File: src/rtl/clk_divider_multi.sv
// clk_divider_multi: NUM_CH independent programmable dividers of clk_in with glitch-free divisor updates.
// Latency: clk_out/tick are registered and lag each channel's phase counter by one clk_in cycle.
// Backpressure: cfg_ready drops while the addressed channel still holds an unapplied divisor.

// Per-channel divider: phase counter, active/next divisor pair and registered outputs.
module clk_divider_multi_ch #(
    parameter int              DIV_W   = 16,
    parameter logic [DIV_W-1:0] DEF_DIV = 16'd5000
) (
    input  logic             i_clk,
    input  logic             i_rst,
    input  logic             i_en,
    input  logic             i_acc,
    input  logic [DIV_W-1:0] i_acc_div,
    output logic             o_clk_out,
    output logic             o_tick,
    output logic             o_pending
);

    // A reset divisor below 2 cannot form a high and a low phase, so it is raised to 2.
    localparam logic [DIV_W-1:0] DEF_CLAMPED = (DEF_DIV < DIV_W'(2)) ? DIV_W'(2) : DEF_DIV;

    logic [DIV_W-1:0] r_cnt;
    logic [DIV_W-1:0] r_div;
    logic [DIV_W-1:0] r_nxt_div;
    logic             r_pending;
    logic             r_clk_out;
    logic             r_tick;

    logic             w_last;
    logic             w_apply;
    logic [DIV_W-1:0] w_half;

    // Last cycle of the current period; r_cnt never exceeds r_div-1 so this always fires.
    assign w_last  = (r_cnt == (r_div - DIV_W'(1)));
    // A waiting divisor is swapped in at a period boundary, or at once while the channel is idle.
    assign w_apply = r_pending & (~i_en | w_last);
    assign w_half  = r_div >> 1;

    // Phase counter: wraps at the period end, restarts on disable or on a divisor swap.
    always_ff @(posedge i_clk) begin
        if (i_rst) begin
            r_cnt <= '0;
        end else if (w_apply || !i_en || w_last) begin
            r_cnt <= '0;
        end else begin
            r_cnt <= r_cnt + DIV_W'(1);
        end
    end

    // Active divisor: only changes at the boundary so the running period completes unchanged.
    always_ff @(posedge i_clk) begin
        if (i_rst) begin
            r_div <= DEF_CLAMPED;
        end else if (w_apply) begin
            r_div <= r_nxt_div;
        end
    end

    // Staged divisor captured from an accepted config request (already clamped upstream).
    always_ff @(posedge i_clk) begin
        if (i_rst) begin
            r_nxt_div <= DEF_CLAMPED;
        end else if (i_acc) begin
            r_nxt_div <= i_acc_div;
        end
    end

    // Pending flag: set on accept, cleared on apply; accept wins since ready blocks a same-edge clash.
    always_ff @(posedge i_clk) begin
        if (i_rst) begin
            r_pending <= 1'b0;
        end else if (i_acc) begin
            r_pending <= 1'b1;
        end else if (w_apply) begin
            r_pending <= 1'b0;
        end
    end

    // Registered outputs: high for the first floor(div/2) phases, tick on the final phase.
    always_ff @(posedge i_clk) begin
        if (i_rst || !i_en) begin
            r_clk_out <= 1'b0;
            r_tick    <= 1'b0;
        end else begin
            r_clk_out <= (r_cnt < w_half);
            r_tick    <= w_last;
        end
    end

    assign o_clk_out = r_clk_out;
    assign o_tick    = r_tick;
    assign o_pending = r_pending;

endmodule

module clk_divider_multi #(
    parameter int                      NUM_CH      = 2,
    parameter int                      DIV_W       = 16,
    parameter logic [NUM_CH*DIV_W-1:0] DEFAULT_DIV = {16'd50000, 16'd5000},
    localparam int                     CH_W        = (NUM_CH > 1) ? $clog2(NUM_CH) : 1
) (
    input  logic              i_clk,
    input  logic              i_rst,
    input  logic [NUM_CH-1:0] i_ch_en,
    input  logic              i_cfg_valid,
    output logic              o_cfg_ready,
    input  logic [CH_W-1:0]   i_cfg_ch,
    input  logic [DIV_W-1:0]  i_cfg_div,
    output logic [NUM_CH-1:0] o_cfg_pending,
    output logic [NUM_CH-1:0] o_clk_out,
    output logic [NUM_CH-1:0] o_tick
);

    logic [NUM_CH-1:0] w_pending;
    logic [NUM_CH-1:0] w_acc;
    logic              w_sel_pending;
    logic [DIV_W-1:0]  w_cfg_div_clamped;

    // Pending flag of the addressed channel; an out-of-range channel matches nothing and reads 0,
    // so such requests are always ready and silently dropped.
    always_comb begin
        w_sel_pending = 1'b0;
        for (int i = 0; i < NUM_CH; i++) begin
            if (i_cfg_ch == CH_W'(i)) begin
                w_sel_pending = w_pending[i];
            end
        end
    end

    assign o_cfg_ready       = ~w_sel_pending;
    assign w_cfg_div_clamped = (i_cfg_div < DIV_W'(2)) ? DIV_W'(2) : i_cfg_div;

    for (genvar g = 0; g < NUM_CH; g++) begin : g_ch
        assign w_acc[g] = i_cfg_valid & o_cfg_ready & (i_cfg_ch == CH_W'(g));

        clk_divider_multi_ch #(
            .DIV_W   (DIV_W),
            .DEF_DIV (DEFAULT_DIV[g*DIV_W +: DIV_W])
        ) u_ch (
            .i_clk     (i_clk),
            .i_rst     (i_rst),
            .i_en      (i_ch_en[g]),
            .i_acc     (w_acc[g]),
            .i_acc_div (w_cfg_div_clamped),
            .o_clk_out (o_clk_out[g]),
            .o_tick    (o_tick[g]),
            .o_pending (w_pending[g])
        );
    end

    assign o_cfg_pending = w_pending;

endmodule

File: config.mk
export PLATFORM = sky130hd
export DESIGN_NAME = clk_divider_multi
export DESIGN_NICKNAME = d
export VERILOG_FILES = /design/src/rtl/clk_divider_multi.sv
export SDC_FILE = /design/constraint.sdc
export NUM_CORES = 1
export LEC_CHECK = 0
export BUFFER_PORTS_ARGS = -buffer_cell sky130_fd_sc_hd__buf_4
export CAP_MARGIN = 10
export CORE_MARGIN = 4
export CORE_UTILIZATION = 62
export CTS_BUF_LIST = sky130_fd_sc_hd__clkbuf_4 sky130_fd_sc_hd__clkbuf_8 sky130_fd_sc_hd__clkbuf_16
export DETAILED_ROUTE_END_ITERATION = 10
export GPL_TIMING_DRIVEN = 1
export HOLD_SLACK_MARGIN = 0.06
export PLACE_DENSITY = 0.91
export SYNTH_ARGS = -nofsm -noshare
export SYNTH_HDL_FRONTEND = slang
export SYNTH_SLANG_ARGS = --single-unit
File: constraint.sdc
create_clock -name i_clk -period 4.1 [get_ports i_clk]
set_input_delay 0.41 -clock i_clk [delete_from_list [all_inputs] [get_ports i_clk]]
set_output_delay 0.41 -clock i_clk [all_outputs]
set_load 0.02 [all_outputs]
Word level (Yosys, flattened, before mapping)
Index checks and enable logic that the tools add are counted.
{"block": "totals", "register_bits": 102, "elab_cells": 50}
{"block": "classes", "add_sub_neg": 4, "eq_ne": 2, "n_mux": 6, "reduce_logical": 12, "order_cmp": 3, "n_bitwise": 11}
{"operator": "$add A16 B1 Y16 const B", "n": 2}
{"operator": "$eq A16 B16 Y1", "n": 2}
{"operator": "$lt A16 B15 Y1", "n": 2}
{"operator": "$sub A16 B1 Y16 const B", "n": 2}
{"operator": "$lt A16 B2 Y1 const B", "n": 1}
{"operator": "$mux W16", "n": 1}
{"operator": "$logic_or A1 B1 Y1", "n": 6}
{"operator": "$and A1 B1 Y1", "n": 5}
{"operator": "$mux W1", "n": 5}
{"operator": "$not A1 Y1", "n": 4}
{"operator": "$reduce_bool A2 Y1", "n": 2}
{"operator": "$reduce_or A2 Y1", "n": 2}
{"operator": "$logic_not A1 Y1", "n": 2}
{"operator": "$or A1 B1 Y1", "n": 2}

Logic depth before layout (Yosys ltp)
Gate-level depths: netlist (run 1).
{"block": "logic_depth", "ltp_word": 7, "ltp_mapped": 14}

Modules after synthesis
A second synthesis (run 1) with hierarchy kept.
{"block": "unflattened", "cells_unflattened": 637, "area_unflattened_um2": 5555.3}
{"module": "clk_divider_multi_ch at g_ch[1].u_ch", "area_each_um2": 2723.9, "instances": 1, "cells_each": 310}
{"module": "clk_divider_multi_ch at g_ch[0].u_ch", "area_each_um2": 2688.8, "instances": 1, "cells_each": 302}
{"module": "clk_divider_multi", "area_each_um2": 142.6, "instances": 1, "cells_each": 25}

Worst setup path after synthesis (run 1)
No wires, ideal clock.
{"block": "synth_timing", "path_kind": "register to register", "startpoint": "register g_ch[0].u_ch.r_div[0]", "endpoint": "register g_ch[0].u_ch.r_div[0]", "stages_incl_launch_ff": 14, "setup_time_ns": 0.144, "period_less_slack_ns": 2.845, "t_required_ns": 3.956, "path_slack_ns": 1.255, "t_arrival_ns": 2.700, "cell_sequence": "dfxtp_1 -> clkbuf_1 -> inv_1 -> ha_1 -> clkbuf_1 -> nand2b_1 -> a21oi_1 -> a2111oi_0 -> nand3b_1 -> nor4bb_1 -> buf_2 -> buf_2 -> mux2i_1 -> o311ai_0"}
{"block": "synth_via", "elab_chain_cells": 4}
{"element": "start, declared", "line": "24", "source": "logic [DIV_W-1:0] r_div;"}
{"element": "start signal, assigned", "line": "56", "source": "r_div <= r_nxt_div;"}
{"element": "$sub A16 B1 Y16", "line": "35", "source": "assign w_last = (r_cnt == (r_div - DIV_W'(1)));"}
{"element": "$eq A16 B16 Y1", "line": "35"}
{"element": "$or A1 B1 Y1", "line": "37", "source": "assign w_apply = r_pending & (~i_en | w_last);"}
{"element": "$and A1 B1 Y1", "line": "37"}
Every way passes these cells.
A chain may end at the register's enable or synchronous reset.

Worst setup path in the final report (run 1)
{"block": "layout_timing", "startpoint": "register g_ch[0].u_ch.r_div[1]", "endpoint": "register g_ch[0].u_ch.r_div[3]"}
The elaborated chain is that of the path after synthesis.

==> impl_metrics.toml, run 1 <==
[outcome]
status = "completed"

[timing]
rsz0062_at_grt = "false"
drv_slew = 0
finalHoldViolCount = 0
worstMarginPinSlew_ps = 1040
setup_ws_ps = 664
maxClockFrequency_mhz = 291
period_share_pct = 83.8
fin_setup_tns_ps = 0
period_needed_ps = 3440
maxSlewHeadroom_pct = 30.4
clock-skew-final_ps = 13.4
setup_viol = 0

[hold_path]
hold_path_class = "primary input to register"

[synthesis]
yosysUniqueCellTypes = 65
seq_area_frac_synth_pct = 33.0
yosys_warnings = 0
synth_xor_area_share_pct = 9.49
synth.most_common_cell = "dfxtp_1"
synth_top_family_by_area = "simple AND/OR/NAND/NOR gates"
yosys.area.top_type = "dfxtp_1"
ys_seq_elements = 102
syn_area_mm2 = 0.00618
synth_compound_area_share_pct = 15.1
syn_avg_cell_area_um2 = 8.04
synthCells = 769
async_reset_ff_share_pct = 0
synth_top_area_share_pct = 33.0
synth_ff_type = "dfxtp_1"
yosys-top-cells-count = "dfxtp_1, nor2_1, nand2_1"
netlist_top_cells_area = "dfxtp_1, ha_1, xnor2_1, nor2_1, nand2_1"
synth-simple-area-share_pct = 25.5
syn_nets = 823
synth.area.mux_share_pct = 3.18
synthAdderAreaFrac_pct = 6.48
synth_edf_count = 0

[worst_setup_path]
setup.worst_path.end_class = "register"
cp_data_arrival_time_ps = 3740
path_max_fanout = 12
start_kind = "register"
critical_path_required_ps = 4400
path_class = "register to register"

[floorplanning]
core_area_mm2 = 0.00973
initial_core_util_pct = 63.5
rows = 36
die_w_um = 108
fp.dieArea_mm2 = 0.0116
fp.dieH_um = 108
ioPinCount = 29

[global_route]
first_global_vias = 5309
grt_use_met3_pct = 6.48
grt_pass1_wl_mm = 25.1
grt_use_met2_pct = 42.9
antenna_found_initial = 0
grt_busiest_layer = "met2"
grt.overflow.total = 0
grt_max_degree = 88
track_usage_pct = 26.7
met1_usage_pct = 34.3

[clocking]
cts_tree = "yes"
clockBufferDepth = 2
htreeDepth = 3
cts.sinks = 102
post-cts-setup-buffers = 0
numCtsBuffers = 9
ctsHoldBuffers = 0
cts-root-buf = "clkbuf_8"
clk_pin_slew_worst_paths_ps = 110
insertion_delay_ps = 390
cts_resized = 0

[route]
vias = 5507
drt-initial-drc-count = 358
drc_errors = 0
avgViaCountPerCell = 6.13
wl_per_cell_um = 16.6
routed_wl_mm = 14.9
drtPass1Iterations = 7
postRouteAntennaNets = 0

[final_layout]
layout-drive-gt1-share_pct = 9.28
syn2layout_area_growth_pct = 6.07
layout.nets = 814
fin_area_mm2 = 0.00656
fillCellCount = 804
diodes = 0

[pwr]
ir_drop_v = 0.000293
p_leak_nw = 2.65
powerDensity_mw_per_mm2 = 285

[placed_design]
hpwlAfterDp_mm = 11.0
place_area_mm2 = 0.00635
portBuffers = 28
dp_slack_ps = 751
finalWeightedCongestion = 0.966

[job]
cap_violations = 0
-- logic make-up after synthesis --
logic type,after synthesis
AOI/OAI and AO/OA,125
xor gates and xnor gates,67
adders and majority gates,32
buffers and inverters,106
DFF,102
muxes,19
and+or+nand+nor,318
-- stage by stage --
step	cells	total power, mW	hold WS [ps]	utilization, %
final	898	1.87	239	67.4
after global routing	898	1.93	241	67.4
after CTS	897	1.87	228	67.3
after detailed placement	881	1.24	451	65.3
after global placement	881	1.23	446	65.3
after floorplan	769	1.18	437	-
-- metal layers --
layer | vias up | routed length, um | share of wire (%)
met5 | - | 0 | 0
met4 | 0 | 529 | 3.6
met3 | 49 | 1010 | 6.8
met2 | 223 | 6890 | 46
met1 | 2581 | 6450 | 43
li1 | 2654 | - | -
-- report_power, final --
group	switching [mW]	internal [mW]
clock	0.400	0.246
combinational	0.111	0.0649
sequential	0.0263	1.02
total	0.537	1.33
-- flip-flops by register name, summed over array words and instances, names as in the netlist --
signal,flops
g_ch.u_ch.r_cnt,32
g_ch.u_ch.r_div,32
g_ch.u_ch.r_nxt_div,32
g_ch.u_ch.o_clk_out,2
g_ch.u_ch.o_pending,2
g_ch.u_ch.o_tick,2
-- worst paths after layout --
kind,slack (ps),startpoint,cells past startpoint,to
setup / recovery,660,g_ch[0].u_ch.r_div[1],10,g_ch[0].u_ch.r_div[3]
hold / removal,240,i_cfg_div[3],2,g_ch[0].u_ch.r_nxt_div[3]
hold reg to reg,470,g_ch[1].u_ch.r_nxt_div[13],2,g_ch[1].u_ch.r_nxt_div[13]
setup reg to reg,660,g_ch[0].u_ch.r_div[1],10,g_ch[0].u_ch.r_div[3]
-- layout by cell type, fill, tap and decap left out, drive strengths merged, types with 11 or more instances in the layout --
cell,n
a21o,11
a21oi,35
and3,15
buf,32
dfxtp,102
ha,32
inv,59
mux2i,14
nand2,83
nand3,34
nand4,14
nor2,87
nor3,29
nor4,11
o311ai,11
xnor2,41
xor2,26
-- cell type report --
type | count | area [um2] | area share, %
clock buffers | 10 | 131 | 2.00
clock inverters | 6 | 62.6 | 0.954
inverters | 54 | 203 | 3.09
multi-input cells | 561 | 3710 | 56.6
flip-flops and latches | 102 | 2040 | 31.1
well taps | 133 | 166 | 2.54
repair buffers | 32 | 240 | 3.66
-- critical path, stage by stage (launching register included) --
cell and delay [ps]:
dfxtp_1 390, inv_1 110, ha_1 350, nand2b_1 240, a221oi_1 320, o311a_1 250
o221ai_1 170, nor4bb_4 560, buf_4 330, mux2_2 360, a311oi_1 260
Power figures use the tool's default switching activity.
==> run 2, diff against run 1 <==
- clock period: 4.1 -> 3.6 ns (I/O delays scaled with it)
==> impl_metrics.toml, run 2 (synthesis gave the netlist of run 1 again) <==
[pwr]
ir_drop_v = 0.000333
powerDensity_mw_per_mm2 = 323
p_leak_nw = 2.65

[global_route]
grt_pass1_wl_mm = 25.2
antenna_found_initial = 0
grt_use_met3_pct = 6.00
grt_max_degree = 88
track_usage_pct = 27.0
grt_busiest_layer = "met2"
first_global_vias = 5363
grt.overflow.total = 0
met1_usage_pct = 33.5
grt_use_met2_pct = 46.3

[worst_setup_path]
slowest_stage = "o22ai_1"
path_class = "register to register"
setup.worst_path.end_class = "register"
reg2reg_slack_ps = 300
critPathBufInv = 2
crit_start = "g_ch[1].u_ch.r_div[0]"
crit_path_cell_trace = "inv_1 -> ha_1 -> nor3b_1 -> buf_4 -> and3_1 -> a211o_1 -> a31o_2 -> and3_2 -> o22ai_1 -> a22oi_1"
path_delay_family = "compound AO/OA/AOI/OAI gates"
critical_path_required_ps = 3810
cp_data_arrival_time_ps = 3510
slowest_delay_ps = 860
r2r-start = "g_ch[1].u_ch.r_div[0]"
path_max_fanout = 16
start_kind = "register"

[route]
wl_per_cell_um = 16.9
postRouteAntennaNets = 0
avgViaCountPerCell = 6.17
vias = 5539
drt-initial-drc-count = 375
drtPass1Iterations = 5
drc_errors = 0
routed_wl_mm = 15.2

[floorplanning]
initial_core_util_pct = 63.5
rows = 36
fp.dieH_um = 108
fp.dieArea_mm2 = 0.0116
die_w_um = 108
core_area_mm2 = 0.00973
ioPinCount = 29

[timing]
rsz0062_at_grt = "false"
drv_slew = 0
period_needed_ps = 3300
maxClockFrequency_mhz = 303
setup_viol = 0
period_share_pct = 91.7
clock-skew-final_ps = 21.0
worstMarginPinSlew_ps = 1160
finalHoldViolCount = 0
fin_setup_tns_ps = 0
maxSlewHeadroom_pct = 22.5

[clocking]
cts-root-buf = "clkbuf_8"
cts.sinks = 102
ctsHoldBuffers = 0
clk_pin_slew_worst_paths_ps = 120
cts_tree = "yes"
insertion_delay_ps = 400
post-cts-setup-buffers = 0
clockBufferDepth = 2
numCtsBuffers = 9
htreeDepth = 3
cts_resized = 0

[placed_design]
portBuffers = 28
place_area_mm2 = 0.00636
hpwlAfterDp_mm = 11.2
finalWeightedCongestion = 0.938

[final_layout]
syn2layout_area_growth_pct = 6.21
reg_top3 = "g_ch.u_ch.r_cnt x32, g_ch.u_ch.r_div x32, g_ch.u_ch.r_nxt_div x32"
layout_commonest_cell = "dfxtp_1"
final_cell_mix = "dfxtp_1, nor2_1, nand2_1, inv_1, xnor2_1"
fin_area_mm2 = 0.00657
layout.nets = 814
diodes = 0
layout-drive-gt1-share_pct = 9.41
post-route-util_pct = 67.5

[job]
cap_violations = 0

[hold_path]
min_from = "i_cfg_div[9]"
hold_path_class = "primary input to register"

[outcome]
status = "completed"
==> run 2: final cells by class <==
cell class	count	area, um2
multi-input combinational	561	3710
fill	772	3160
sequential	102	2040
timing repair buffer	32	240
inverter	54	203
tap	133	166
clock buffer	9	124
clock inverter	7	78.8
==> run 2: per-layer routing <==
metal | wire length [um] | vias to the layer above | share of wire, %
met3 | 1000 | 34 | 6.6
met2 | 7480 | 210 | 49
met1 | 6330 | 2648 | 42
met5 | 0 | - | 0
li1 | - | 2647 | -
met4 | 351 | 0 | 2.3
==> run 2: worst paths after layout <==
kind	end	cells after the start
setup / recovery	g_ch[1].u_ch.r_div[14]	10
hold / removal	g_ch[0].u_ch.r_nxt_div[9]	2
setup reg to reg	g_ch[1].u_ch.r_div[14]	10
hold reg to reg	g_ch[1].u_ch.r_nxt_div[5]	2
==> run 2: where the power goes <==
part           internal, mW  switching (mW)  total [mW]
logic                0.0730           0.128       0.201
clock network         0.275           0.455       0.730
registers              1.16          0.0309        1.19
total                  1.51           0.614        2.12
==> run 2: stage by stage <==
stage,cells,setup slack [ps],power (mW),hold slack (ps)
after floorplan,769,755,1.34,437
after global placement,882,518,1.40,447
after detailed placement,882,340,1.41,452
after CTS,898,313,2.13,164
after global routing,898,28.6,2.20,182
final,898,300,2.12,183
